[config.mk]
export PLATFORM = sky130hd
export DESIGN_NAME = cu_write_arbiter_control
export DESIGN_NICKNAME = d
export VERILOG_FILES = /design/src/rtl/cu_write_arbiter_control.sv
export SDC_FILE = /design/constraint.sdc
export NUM_CORES = 1
export LEC_CHECK = 0
export ABC_AREA = 1
export CORE_AREA = 2 2 398 400
export CTS_BUF_LIST = sky130_fd_sc_hd__clkbuf_8
export DETAILED_ROUTE_END_ITERATION = 16
export DIE_AREA = 0 0 400 402
export GPL_TIMING_DRIVEN = 0
export SLEW_MARGIN = 5
export SYNTH_ARGS = -nofsm -noshare
export SYNTH_HDL_FRONTEND = slang
export SYNTH_SLANG_ARGS = --single-unit
[constraint.sdc]
create_clock -name clock -period 1.8 [get_ports clock]
set_input_delay 0.18 -clock clock [delete_from_list [all_inputs] [get_ports clock]]
set_output_delay 0.18 -clock clock [all_outputs]
set_load 0.05 [all_outputs]
[src/rtl/cu_write_arbiter_control.sv]
`default_nettype none
// ============================================================================
//  Module   : cu_write_arbiter_control
//  Purpose  : Round-robin arbiter that merges NUM_REQ write requesters onto a
//             single registered write command/data path, with back-pressure
//             from the downstream command buffer almost-full flag.
//  Options  : CU_WRITE_ARB_GRANT_COUNT_EN - when defined, per-requester
//             32-bit grant counters drive grant_count_out; otherwise those
//             outputs are tied to zero.
//  Revision : 1.0 - initial release
// ============================================================================

package cu_write_arbiter_pkg;

  // One write command; valid doubles as the request line.
  typedef struct packed {
    logic        valid;
    logic [1:0]  opcode;
    logic [31:0] address;
    logic [7:0]  length;
  } CommandBufferLine;

  // One half of a write data beat.
  typedef logic [63:0] ReadWriteDataLine;

  // Downstream buffer status; the arbiter only looks at alfull.
  typedef struct packed {
    logic full;
    logic alfull;
    logic empty;
  } BufferStatus;

endpackage

module cu_write_arbiter_control
  import cu_write_arbiter_pkg::*;
#(
  parameter int NUM_REQ  = 4,
  parameter int REQ_BITS = 2
) (
  input  logic                 clock,
  input  logic                 rstn,
  input  logic                 enabled_in,
  input  CommandBufferLine     write_command_in [NUM_REQ],
  input  ReadWriteDataLine     write_data_0_in  [NUM_REQ],
  input  ReadWriteDataLine     write_data_1_in  [NUM_REQ],
  input  BufferStatus          write_command_buffer_status,
  output logic [NUM_REQ-1:0]   grant_out,
  output CommandBufferLine     write_command_out,
  output ReadWriteDataLine     write_data_0_out,
  output ReadWriteDataLine     write_data_1_out,
  output logic [31:0]          write_grant_total_out,
  output logic [31:0]          grant_count_out  [NUM_REQ]
);

  typedef enum logic [1:0] {
    S_IDLE      = 2'd0,
    S_ARBITRATE = 2'd1,
    S_STALL     = 2'd2
  } state_t;

  localparam logic [REQ_BITS-1:0] c_last_reset = REQ_BITS'(NUM_REQ - 1);

  state_t                r_state;
  state_t                w_state_next;
  logic                  r_enabled;
  logic [REQ_BITS-1:0]   r_last_grant;
  logic                  w_sel_found;
  logic [REQ_BITS-1:0]   w_sel_idx;
  logic                  w_alfull;
  logic                  w_fire;
  CommandBufferLine      r_cmd;
  ReadWriteDataLine      r_data_0;
  ReadWriteDataLine      r_data_1;
  logic [31:0]           r_grant_total;
  logic                  w_unused_status;

  assign w_alfull        = write_command_buffer_status.alfull;
  assign w_unused_status = ^{write_command_buffer_status.full,
                             write_command_buffer_status.empty};

  // Enable is sampled one cycle before it influences the FSM or grants.
  always_ff @(posedge clock or negedge rstn) begin
    if (!rstn) begin
      r_enabled <= 1'b0;
    end else begin
      r_enabled <= enabled_in;
    end
  end

  // FSM state register.
  always_ff @(posedge clock or negedge rstn) begin
    if (!rstn) begin
      r_state <= S_IDLE;
    end else begin
      r_state <= w_state_next;
    end
  end

  // Next-state logic: a low registered enable always forces IDLE.
  always_comb begin
    w_state_next = r_state;
    if (!r_enabled) begin
      w_state_next = S_IDLE;
    end else begin
      case (r_state)
        S_IDLE:      w_state_next = S_ARBITRATE;
        S_ARBITRATE: w_state_next = w_alfull ? S_STALL : S_ARBITRATE;
        S_STALL:     w_state_next = w_alfull ? S_STALL : S_ARBITRATE;
        default:     w_state_next = S_IDLE;
      endcase
    end
  end

  // Round-robin search starting just after the last granted requester.
  always_comb begin
    w_sel_found = 1'b0;
    w_sel_idx   = '0;
    for (int k = 1; k <= NUM_REQ; k++) begin
      automatic int probe = int'(r_last_grant) + k;
      if (probe >= NUM_REQ) begin
        probe = probe - NUM_REQ;
      end
      if (!w_sel_found && write_command_in[REQ_BITS'(probe)].valid) begin
        w_sel_found = 1'b1;
        w_sel_idx   = REQ_BITS'(probe);
      end
    end
  end

  // A grant needs ARBITRATE, no almost-full this cycle and a still-high
  // registered enable, so grants stop the cycle after enable drops rather
  // than one cycle later when the FSM reaches IDLE.
  assign w_fire = (r_state == S_ARBITRATE) && r_enabled && !w_alfull && w_sel_found;

  // One-hot grant, combinational in the selection cycle.
  always_comb begin
    grant_out = '0;
    if (w_fire) begin
      grant_out[w_sel_idx] = 1'b1;
    end
  end

  // Remember the winner only when a grant actually goes out.
  always_ff @(posedge clock or negedge rstn) begin
    if (!rstn) begin
      r_last_grant <= c_last_reset;
    end else if (w_fire) begin
      r_last_grant <= w_sel_idx;
    end
  end

  // Register the granted beat; any non-grant cycle produces an all-zero beat.
  always_ff @(posedge clock or negedge rstn) begin
    if (!rstn) begin
      r_cmd    <= '0;
      r_data_0 <= '0;
      r_data_1 <= '0;
    end else if (w_fire) begin
      r_cmd    <= write_command_in[w_sel_idx];
      r_data_0 <= write_data_0_in[w_sel_idx];
      r_data_1 <= write_data_1_in[w_sel_idx];
    end else begin
      r_cmd    <= '0;
      r_data_0 <= '0;
      r_data_1 <= '0;
    end
  end

  // Total grants since reset, wrapping at 2^32.
  always_ff @(posedge clock or negedge rstn) begin
    if (!rstn) begin
      r_grant_total <= '0;
    end else if (w_fire) begin
      r_grant_total <= r_grant_total + 32'd1;
    end
  end

  assign write_command_out     = r_cmd;
  assign write_data_0_out      = r_data_0;
  assign write_data_1_out      = r_data_1;
  assign write_grant_total_out = r_grant_total;

`ifdef CU_WRITE_ARB_GRANT_COUNT_EN
  generate
    for (genvar gi = 0; gi < NUM_REQ; gi++) begin : g_grant_cnt
      logic [31:0] r_count;

      // Per-requester grant count, wrapping at 2^32.
      always_ff @(posedge clock or negedge rstn) begin
        if (!rstn) begin
          r_count <= '0;
        end else if (w_fire && (w_sel_idx == REQ_BITS'(gi))) begin
          r_count <= r_count + 32'd1;
        end
      end

      assign grant_count_out[gi] = r_count;
    end
  endgenerate
`else
  generate
    for (genvar gi = 0; gi < NUM_REQ; gi++) begin : g_grant_cnt_tie
      assign grant_count_out[gi] = '0;
    end
  endgenerate
`endif

endmodule
`default_nettype wire
-- After elaboration in Yosys (flattened, before gate mapping)
Index checks and enable logic that the tools add are counted.
- add/sub/neg operators: 9
- $lt $le $gt $ge: 11
- eq/ne operators: 2
- mux-type cells: 42
- bitwise gates (word level): 5
- reduce and logical (&&, ||, !) cells: 13
- operator list (kind ; count):
    43-bit two-way mux ; 11
    43-bit binary-select mux with 2-bit select ; 5
    64-bit two-way mux ; 6
    64-bit binary-select mux with 2-bit select ; 2
    32-bit by 1-bit adder with 32-bit output, second input constant ; 1
    2-bit two-way mux ; 10
    2-bit by 3-bit >= comparator with 1-bit output, second input constant ; 4
    3-bit >= comparator, second input constant ; 4
    2-bit inverter ; 4
    2-bit by 1-bit subtractor with 2-bit output, second input constant ; 4
    1-bit logical AND ; 7
    2-bit by 2-bit adder with 3-bit output, second input constant ; 2
    1-bit two-way mux ; 5
    2-bit by 3-bit adder with 4-bit output, second input constant ; 1
    4-bit by 3-bit >= comparator with 1-bit output, second input constant ; 1
    1-bit zero test ; 4
    4-bit two-way mux ; 1
    2-bit one-hot mux with 2 select lines ; 1
    2-bit by 1-bit adder with 3-bit output, second input constant ; 1
    2-bit by 3-bit < comparator with 1-bit output, second input constant ; 1
    2-bit inverter with 3-bit output ; 1
    1-bit demux with 2-bit select ; 1
    2-bit by 1-bit equality test with 1-bit output, second input constant ; 1
    2-bit equality test, second input constant ; 1
    other kinds (3) ; 3
- flip-flop bits (word level): 208
- bits of input ports: 690
- output and inout port bits: 335
- word-level logic and storage cells: 92

-- Depth between registers and ports, before layout
- depth in word-level cells: 22
- depth in mapped cells: 15
- gate-level depth less buffers: 13

-- Least setup slack after synthesis
OpenSTA, ideal clock, no wires.
- path kind: register to output
- from: register r_last_grant[0]
- to: output port grant_out[0]
- data arrival time: 2757 ps
- data required time: 1620 ps
- path slack: -1137 ps
- stages on the path, launching flop included: 13
- path buffers: 2
- cells stage by stage: dfstp_2 -> inv_2 -> nand2_1 -> nand2_2 -> nand2_1 -> nand2_2 -> nor3_2 -> nand3_1 -> nand2_2 -> inv_2 -> buf_4 -> buf_2 -> nor3_1
- word-level cells in the longest chain between the ends: 22
- elaborated cells on any way between the ends: 53
- classes of those cells: add/sub: 8; order compare: 6; mux: 27; bitwise: 4; reduce/logical: 8
- RTL lines (element ; RTL line ; source):
    from (decl) ; 67 ; logic [REQ_BITS-1:0] r_last_grant;
    from (signal assigned) ; 147 ; r_last_grant <= c_last_reset;
    from (signal assigned) ; 149 ; r_last_grant <= w_sel_idx;
    2-bit by 1-bit adder with 3-bit output ; 120 ; automatic int probe = int'(r_last_grant) + k;
    3-bit >= comparator / 2-bit by 1-bit subtractor with 2-bit output (equally long branches) ; 121, 122 ;
    2-bit two-way mux ; 121 ; if (probe >= NUM_REQ) begin
    2-bit inverter (implied by the code) ; 124 ; if (!w_sel_found && write_command_in[REQ_BITS'(probe)].valid) begin
    43-bit binary-select mux with 2-bit select ; 124 ;
    43-bit two-way mux (implied by the code) (2 in series) ; 124 ;
    1-bit two-way mux ; 124 ;
    1-bit zero test ; 124 ;
    [... 5 more ...] ; n/a ;
    1-bit zero test ; 124 ;
    1-bit logical AND ; 124 ;
    2-bit two-way mux ; 124 ;
    2-bit by 3-bit < comparator with 1-bit output (implied by the code) / 2-bit by 1-bit >= comparator with 1-bit output (equally long branches) ; 140 ; grant_out[w_sel_idx] = 1'b1;
    1-bit logical AND (implied by the code) ; 140 ;
    1-bit two-way mux (implied by the code) ; 140 ;
    1-bit demux with 2-bit select ; 140 ;
    4-bit two-way mux * ; 139 ; if (w_fire) begin
    to (decl) ; 48 ; output logic [NUM_REQ-1:0] grant_out,
Every way passes the cells marked *; elsewhere a longest branch is shown, timed or not. The select of a mux whose other input is x is not followed.

-- Worst setup path in the final report
- from: register r_last_grant[0]
- to: register r_data_1[51], in the netlist write_data_1_out[51]
- word-level cells in the longest chain between the ends: 22
- elaborated cells on any way between the ends: 52
- classes of those cells: add/sub: 8; order compare: 4; mux: 28; bitwise: 5; reduce/logical: 7
- RTL lines (element ; RTL line ; source):
    2-bit by 1-bit adder with 3-bit output ; 120 ;
    3-bit >= comparator / 2-bit by 1-bit subtractor with 2-bit output (equally long branches) ; 121, 122 ;
    2-bit two-way mux ; 121 ;
    2-bit inverter (implied by the code) ; 124 ;
    43-bit binary-select mux with 2-bit select ; 124 ;
    43-bit two-way mux (implied by the code) (2 in series) ; 124 ;
    1-bit two-way mux ; 124 ;
    1-bit zero test ; 124 ;
    [... 4 more ...] ; n/a ;
    1-bit two-way mux ; 124 ;
    1-bit zero test ; 124 ;
    1-bit logical AND ; 124 ;
    2-bit two-way mux ; 124 ;
    2-bit inverter with 3-bit output (implied by the code) ; 162 ; r_data_1 <= write_data_1_in[w_sel_idx];
    64-bit binary-select mux with 2-bit select ; 162 ;
    64-bit two-way mux (implied by the code) (2 in series) ; 162 ;
    64-bit two-way mux * ; 159 ; end else if (w_fire) begin
    to (signal assigned) ; 162 ;
    to (decl) ; 74 ; ReadWriteDataLine r_data_1;
Marked as above.
A chain may end at the register's enable or synchronous reset.

==> results.yml <==
run_status:
  status: "complete, but fails checks"
  violations: "setup timing"
setup_path:
  cp_data_arrival_time_ns: 3.65
  crit_fanout: 10
  required_ns: 2.35
  path_cells: "inv_4 > nand2_2 > nand2_4 > nand2_4 > nand2_8 > nor2_4 > nand3_4 > nand2_8 > buf_6 > buf_6 > buf_6 > buf_6 > buf_6 > buf_12 > buf_12 > buf_6 > clkbuf_8 > nand3_1 > nand2_1 > nand2_2 > a21oi_4"
  cpMostUsedCell: "buf_6"
  critPathSlowestCell: "dfstp_2"
  worstSetupStartpointType: "flip-flop"
  critPathCaptureType: "flip-flop"
  critical_path_class: "reg -> reg"
  slowest_delay_ns: 0.59
  r2r_cells: 21
route:
  drt_iter0_markers: 1731
  ant_nets: 0
  drtPass1Iterations: 7
  via_count: 20600
  vias_per_cell: 3.69
  drc_errors: 0
  wl_um: 131000
  routedWlPerCell_um: 23.4
sta:
  hold_viol_final: 0
  fmax_mhz: 322
  slew_headroom_pct: 40.9
  final.setup.tns_ns: -240.19
  finalCritPeriodShare_pct: 172
  layout_min_cycle_time_ns: 3.10
  worstMarginPinSlew_ns: 0.883
  setup_slack_ns: -1.30
  rsz0062_at_grt: "yes"
  finClkSkew_ns: 0.0298
  slew_violations: 0
  finalSetupViolCount: 406
pwr:
  p_switching_uw: 40800
  finalPower_uw: 68100
  powerDensity_nw_per_um2: 2210
  power.internal_uw: 27400
  power_frac_comb_pct: 82.2
  clock_power_share_pct: 8.9
  seq_power_share_pct: 8.9
  swShare_pct: 59.9
  p_leak_uw: 0.0140
  irDropWorstVdd_v: 0.00142
clock_tree:
  clkLatencyLatePin_ns: 0.68
  clkSlewWorstSetupHoldPaths_ns: 0.06
  cts.path.max_buffers: 3
  cts_root_buf: "clkbuf_8"
  cts_max_level: 2
  cts_tree: "done"
  cts_buffers: 47
  clock_sinks: 208
layout:
  final_cell_mix: "1006 x nand2_1, 883 x clkdlybuf4s50_1, 316 x nand3_1"
  drive_above_1_share_pct: 19.8
  final_util_pct: 19.6
  fin_nets: 4169
  regArea_um2: 5210
  layout_commonest_cell: "nand2_1"
  area_growth_syn_to_layout_pct: 107
  multi_input_area_um2: 9490
  design_area_um2: 30800
  fill_cells: 17600
place:
  gp_congestion: 0.953
  post-place-ws_ns: -2.49
  postPlaceCellArea_um2: 27300
  portBuffers: 894
  dp.final_hpwl_um: 104000
hold_path:
  hold_depth: 5
  worst_hold_path_type: "in -> reg"
floorplanning:
  start_util_pct: 9.46
  core_um2: 157000
  rows: 146
  io-pin-count: 1025
  dieArea_um2: 161000
  die_h_um: 402
  die_w_um: 400
job:
  drv_cap: 0
yosys:
  yosys_most_used_dff: "dfrtp_1"
  syn-instance-count: 2323
  seq_area_frac_synth_pct: 35.0
  syn_area_um2: 14900
  synth_edf_count: 0
  ys_types: 30
  synth_warnings: 0
  synthArstFlopShare_pct: 100
  ys_ff_latch: 208
  avgSynthCellArea_um2: 6.40
global_route:
  grt_max_degree: 85
  overflow: 0
  grt_pass1_wl_um: 168000
  grt_util_all_layers_pct: 15.4
  grt_antenna_before_repair: 34
  grt_pass1_vias: 19700
==> cells in the mapped netlist, types with 4 or more instances <==
master    instances  share of area [%]
xnor2_1           5               0.29
clkbuf_1         49                1.2
nor2_1           31               0.78
xor2_1           24                1.4
dfrtp_1         206                 35
inv_1            30               0.76
a21oi_1         162                5.5
buf_4           154                7.8
nand3_1         352                 12
nor4_1            5               0.21
nand4_1          11               0.46
ha_1              4               0.34
buf_2            82                2.8
o21ai_0          13               0.44
buf_1            11               0.28
nand2_1        1130                 29
a21oi_2          11               0.65
nand2_2           4               0.17
inv_2             5               0.13
nor3_1           16               0.54
==> through the flow <==
| stage | std cells | hold WS, ns |
|---|---|---|
| detailed placement | 5418 | 0.157 |
| global route | 5585 | 0.0697 |
| global placement | 5416 | 0.518 |
| floorplan | 2450 | -0.116 |
| finish | 5592 | 0.156 |
| CTS | 5569 | 0.0155 |
==> state kept, by name, indices dropped and copies added, names as in the netlist <==
name / count
write_data_0_out: 64
r_enabled: 1
r_state: 2
write_grant_total_out: 32
write_command_out: 43
r_last_grant: 2
write_data_1_out: 64
==> cells by family (layout without fill, tap and decap cells) <==
family | count (synthesis) | after routing | synth area share, %
and+or+nand+nor | 1557 | 1557 | 43.0
buffers and inverters | 335 | 1391 | 13.2
DFF | 208 | 208 | 35.0
AOI/OAI and AO/OA | 189 | 189 | 6.64
xor gates and xnor gates | 29 | 29 | 1.71
adders and majority gates | 4 | 4 | 0.337
other | 1 | 142 | 0.0252
==> critical path: cells and delay by family, from the launching register on <==
kind,cells,cell delay (ns)
buffers and inverters,10,1.10
AND/OR/NAND/NOR,10,1.05
flip-flops,1,0.59
AO/OA/AOI/OAI,1,0.24
==> routing by layer <==
metal | share of wire (%) | up-vias | track usage (%)
li1 | - | 9512 | -
met1 | 40 | 9780 | 18.6
met2 | 48 | 1104 | 25.9
met3 | 8.3 | 207 | 3.81
met4 | 4.1 | 10 | 5.99
met5 | 0.052 | - | 0
==> final timing paths <==
check | end | slack, ns | start
worst max register to register | write_data_1_out[51] | -1.30 | r_last_grant[0]
worst max-delay path | write_data_1_out[51] | -1.30 | r_last_grant[0]
worst min register to register | write_grant_total_out[9] | 0.53 | write_grant_total_out[9]
max in group asynchronous | write_command_out[0] | 0.22 | rstn
min in group asynchronous | write_data_1_out[58] | 0.59 | rstn
worst min-delay path | write_data_0_out[35] | 0.16 | write_data_0_in[99]
==> what timing repair did <==
item,4_1_cts,5_1_grt
setup endpoints to repair,412,412
pin swaps,60,84
hold buffers,3,0
setup buffers,63,10
gates resized for setup,368,153
hold endpoints to repair,207,0
gates cloned,5,2
==> power by group through the flow <==
stage | clock (uW) | combinational [uW] | sequential [uW]
final | 6070 | 56000 | 6070
after global routing | 6540 | 59800 | 6140
after CTS | 6370 | 54300 | 6060
after detailed placement | 0 | 44900 | 6140
after global placement | 0 | 44600 | 6150
after floorplan | 0 | 23100 | 8670
==> cell type report <==
class                   count  area share [%]
plain buffers             297            7.81
repair buffers            979            32.4
well taps                2072            8.41
diodes                     14           0.114
inverters                  35           0.475
clock buffers              56            2.50
multi-input cells        1907            30.8
clock inverters            24           0.669
flip-flops and latches    208            16.9
No activity file was read; power rests on OpenSTA's default activity.
